--- config.mk ---
export PLATFORM = sky130hd
export DESIGN_NAME = skolem_search_ctrl
export DESIGN_NICKNAME = d
export VERILOG_FILES = /design/src/rtl/skolem_search_ctrl.sv
export SDC_FILE = /design/constraint.sdc
export NUM_CORES = 1
export LEC_CHECK = 0
export ABC_CLOCK_PERIOD_IN_PS = 2690
export CELL_PAD_IN_SITES_DETAIL_PLACEMENT = 1
export CELL_PAD_IN_SITES_GLOBAL_PLACEMENT = 1
export CORE_AREA = 2 2 53 80
export CTS_CLUSTER_DIAMETER = 40
export DETAILED_ROUTE_END_ITERATION = 10
export DIE_AREA = 0 0 55 82
export GPL_ROUTABILITY_DRIVEN = 0
export MAX_ROUTING_LAYER = met4
export PLACE_DENSITY = 0.85
export SYNTH_ARGS = -nofsm -noshare
export SYNTH_HDL_FRONTEND = slang
export SYNTH_SLANG_ARGS = --single-unit
--- constraint.sdc ---
create_clock -name clk -period 2.69 [get_ports clk]
set_input_delay 0.4035 -clock clk [delete_from_list [all_inputs] [get_ports clk]]
set_output_delay 0.4035 -clock clk [all_outputs]
set_load 0.005 [all_outputs]
--- src/rtl/skolem_search_ctrl.sv ---
// Sequential search for the first 4-bit candidate x satisfying a fixed Boolean spec F(x,i).
// Optional build macro SKOLEM_WARM_START_EN: start each sweep at the last satisfying x_out.
module skolem_search_ctrl #(
  parameter int NCAND = 16,
  parameter int CW    = 5
) (
  input  logic          clk,
  input  logic          rst_n,
  input  logic          in_valid,
  output logic          in_ready,
  input  logic [12:0]   i_vec,
  input  logic          abort,
  output logic          out_valid,
  input  logic          out_ready,
  output logic          sat,
  output logic [3:0]    x_out,
  output logic [CW-1:0] iters
);

  typedef enum logic [1:0] {IDLE, SEARCH, DONE} state_t;

  state_t        state, state_nx;
  logic [12:0]   i_q;
  logic [3:0]    cand;
  logic [4:0]    count;
  logic          sat_q;
  logic [3:0]    x_q;
  logic [CW-1:0] iters_q;
  logic [3:0]    start_cand;
  logic          hit, last;

  // Bits 0,4,5,6 of the request vector carry no meaning for F.
  logic unused_bits;
  assign unused_bits = ^{i_q[0], i_q[6:4]};

  // cand = {x6,x5,x4,x0}
  logic x0, x4, x5, x6, c05, maj3;
  always_comb begin
    x0   = cand[0];
    x4   = cand[1];
    x5   = cand[2];
    x6   = cand[3];
    c05  = x0 & x5;
    maj3 = (x4 & x6) | (x4 & c05) | (x6 & c05);
    hit  = (i_q[7]  == (x0 ^ x5))
        && (i_q[8]  == (x4 ^ x6 ^ c05))
        && (i_q[3]  == maj3)
        && (i_q[1]  == ~i_q[9])
        && (i_q[10] == (x0 | i_q[12]))
        && (i_q[11] == (x4 & i_q[10]))
        && (i_q[12] == (x5 | i_q[11]));
    last = (count == 5'(NCAND - 1));
  end

`ifdef SKOLEM_WARM_START_EN
  logic [3:0] warm_q;
  always_ff @(posedge clk) begin
    if (!rst_n)
      warm_q <= 4'd0;
    else if (state == DONE && out_ready && sat_q)
      warm_q <= x_q;
  end
  assign start_cand = warm_q;
`else
  assign start_cand = 4'd0;
`endif

  always_ff @(posedge clk) begin
    if (!rst_n) state <= IDLE;
    else        state <= state_nx;
  end

  // abort outranks a hit evaluated in the same cycle
  always_comb begin
    state_nx = state;
    case (state)
      IDLE:    if (in_valid)        state_nx = SEARCH;
      SEARCH:  if (abort)           state_nx = IDLE;
               else if (hit || last) state_nx = DONE;
      DONE:    if (out_ready)       state_nx = IDLE;
      default:                      state_nx = IDLE;
    endcase
  end

  always_ff @(posedge clk) begin
    if (!rst_n) begin
      i_q     <= '0;
      cand    <= '0;
      count   <= '0;
      sat_q   <= 1'b0;
      x_q     <= '0;
      iters_q <= '0;
    end else begin
      case (state)
        IDLE: if (in_valid) begin
          i_q   <= i_vec;
          cand  <= start_cand;
          count <= '0;
        end
        SEARCH: if (!abort) begin
          count <= count + 5'd1;
          if (hit) begin
            sat_q   <= 1'b1;
            x_q     <= cand;
            iters_q <= CW'(count + 5'd1);
          end else if (last) begin
            sat_q   <= 1'b0;
            x_q     <= '0;
            iters_q <= CW'(NCAND);
          end else begin
            cand <= cand + 4'd1;
          end
        end
        default: ;
      endcase
    end
  end

  assign in_ready  = (state == IDLE);
  assign out_valid = (state == DONE);
  assign sat       = sat_q;
  assign x_out     = x_q;
  assign iters     = iters_q;

endmodule

==> impl_metrics.toml <==
[run_status]
outcome = "complete, no violations"

[timing]
fin_worst_skew_ns = 0.00380
hold_viol_final = 0
finalSetupViolCount = 0
finalWorstSetupSlack_ns = 0.228
maxSlewViolCount = 0
rsz0062_at_grt = "no"
layout_min_cycle_time_ns = 2.46
relSlewSlack = 0.607
fin_setup_tns_ns = 0
finalCritPeriodShare = 0.915
worst_pin_slew_ns = 0.586
fmax_mhz = 406
fin_hold_ws_ns = 0.474

[finish]
syn_to_final_growth_pct = 28.6
antenna_cells = 0
final_util = 0.444
final_layout_size_suffix_gt1_frac = 0.0950
fillers = 447
final_cells = 224
fin_nets = 202
multi_input_area_um2 = 686
final_common_cell = "dfxtp_1"
regArea_um2 = 581
final_cell_mix = "dfxtp_1 (29), clkdlybuf4s50_1 (24), nand2_1 (22), nor2_1 (13), a21oi_1 (12)"

[grt]
grt_max_degree = 17
grt_pass1_vias = 1237
grt_usage = 0.169
grt_pass1_wl_um = 5330
grt-ovfl-total = 0
antenna_found_initial = 0

[floorplan]
initial_core_util = 0.345
fp-row-count = 28
dieArea_um2 = 4510
die_w_um = 55
fp.dieH_um = 82
ios = 30
core_um2 = 3850

[placed_design]
placedCellCount = 217
numPortBuffers = 24
hpwl_um = 2540
place_ws_ns = 0.205

[power]
p_per_area_nw_per_um2 = 538
ir_drop_mv = 0.272
leakage_nw = 0.665

[routing]
detail_route.iter0.violations = 9
via_per_inst = 5.30
ant_nets = 0
vias = 1187
routed_wl_um = 3220
firstDrtPassIters = 2
drc = 0
route.detailed.wl_per_inst_um = 14.4

[worst_setup_path]
arrival_ns = 2.68
crit_path_max_fanout = 8
cp-end-kind = "flip-flop"
path_class = "flip-flop to flip-flop"
startpoint_type = "flip-flop"
required_ns = 2.91

[clock_tree]
cts_buffers = 5
cts_hold_buf = 0
clk_latency_ns = 0.28
post_cts_buffers = 0
cts_sinks = 29
clk_pin_slew_ns = 0.06
clk_path_buf_depth = 2
postCtsResizedCells = 0
htreeDepth = 2
root_buffer = "clkbuf_8"
cts_tree = "yes"

[synth]
ys_seq_area_frac = 0.437
yosys.cell_types.count = 34
synth_nets = 174
synth_area_um2 = 1330
ys.warnings.count = 0
syn_area_per_cell_um2 = 8.80
ys_ff_latch = 29
syn_inst = 151

[flow_run]
drv_cap = 0

[hold_path]
hp-class = "flip-flop to flip-flop"
==> through the flow <==
step                power (mW)  instance area [µm²]
floorplan                0.528                 1330
global placement         0.567                 1620
detailed placement       0.575                 1620
CTS                      0.932                 1710
global route             0.961                 1710
finish                   0.919                 1710
==> layer usage <==
| metal | track usage | part of all wire | routed length, µm | up-vias |
|---|---|---|---|---|
| met2 | 0.314 | 0.58 | 1870 | 22 |
| met4 | 0.0732 | 0.022 | 70 | 0 |
| met1 | 0.157 | 0.37 | 1180 | 578 |
| li1 | - | - | - | 580 |
| met3 | 0.0400 | 0.031 | 100 | 7 |
| met5 | - | 0 | 0 | - |
==> power by group <==
group          switching, mW  total, mW  internal, mW
clock                  0.152      0.355         0.202
sequential            0.0121      0.455         0.443
combinational         0.0573      0.109        0.0519
total                  0.222      0.919         0.697
==> flip-flops by register name (all words and copies together) (netlist names) <==
register	cells
cand	4
count	5
i_q	8
iters	5
sat	1
state	2
x_out	4
==> cell usage after synthesis, drive strengths merged <==
| cell | n | area [µm²] |
|---|---|---|
| o21ai | 5 | 28.8 |
| a211oi | 1 | 12.5 |
| mux2i | 1 | 10.0 |
| buf | 3 | 21.3 |
| and2 | 2 | 12.5 |
| or4 | 3 | 22.5 |
| inv | 5 | 18.8 |
| nand2 | 22 | 82.6 |
| or3 | 1 | 11.3 |
| nor3b | 3 | 22.5 |
| a22o | 8 | 70.1 |
| clkinv | 1 | 3.75 |
| o311ai | 1 | 8.76 |
| nor3 | 3 | 15.0 |
| nor2 | 13 | 48.8 |
| ha | 4 | 50.1 |
| a21oi | 12 | 60.1 |
| o211a | 1 | 10.0 |
| xnor2 | 2 | 17.5 |
| nand4 | 3 | 18.8 |
| nand3 | 4 | 20.0 |
| a31oi | 1 | 12.5 |
| o31ai | 1 | 12.5 |
| clkbuf | 5 | 18.8 |
| nor2b | 3 | 18.8 |
| a22oi | 3 | 22.5 |
| fa | 1 | 20.0 |
| dfxtp | 29 | 581 |
| nand3b | 2 | 15.0 |
| xor2 | 4 | 35.0 |
| or3b | 1 | 8.76 |
| and3 | 3 | 18.8 |
==> cells by family (layout without fill, tap and decap cells) <==
family          Yosys count  count (layout)  synth area share
compound gates           33              33             0.179
xor+xnor                  6               6            0.0395
fa+ha+maj                 5               5            0.0527
buf+inv                  14              42            0.0471
flops                    29              29             0.437
mux                       1               1           0.00753
simple gates             63              63             0.237
==> layout make-up <==
class	count	area share
clock buffers	7	0.0505
inverters	6	0.0132
multi-input cells	108	0.401
flip-flops and latches	29	0.340
well taps	45	0.0329
repair buffers	29	0.163
==> path summary, 6_finish.rpt <==
check / slack, ns / depth (start not counted) / endpoint / startpoint
hold / removal: 0.47 / 2 / i_q[8]$_SDFFE_PN0P_ / i_q[8]$_SDFFE_PN0P_
hold reg to reg: 0.47 / 2 / i_q[8]$_SDFFE_PN0P_ / i_q[8]$_SDFFE_PN0P_
setup reg to reg: 0.23 / 8 / iters[0]$_SDFFE_PN0P_ / cand[2]$_SDFFE_PN0P_
setup / recovery: 0.23 / 8 / iters[0]$_SDFFE_PN0P_ / cand[2]$_SDFFE_PN0P_
==> worst max-delay path, cell delays in order, from the launching register on <==
cell     delay, ns
dfxtp_1       0.48
ha_1          0.21
inv_1         0.05
fa_1          0.51
xor2_1        0.20
nand4_1       0.13
a31oi_2       0.28
and3_1        0.37
a22o_1        0.17
(Power assumes the default switching activity.)
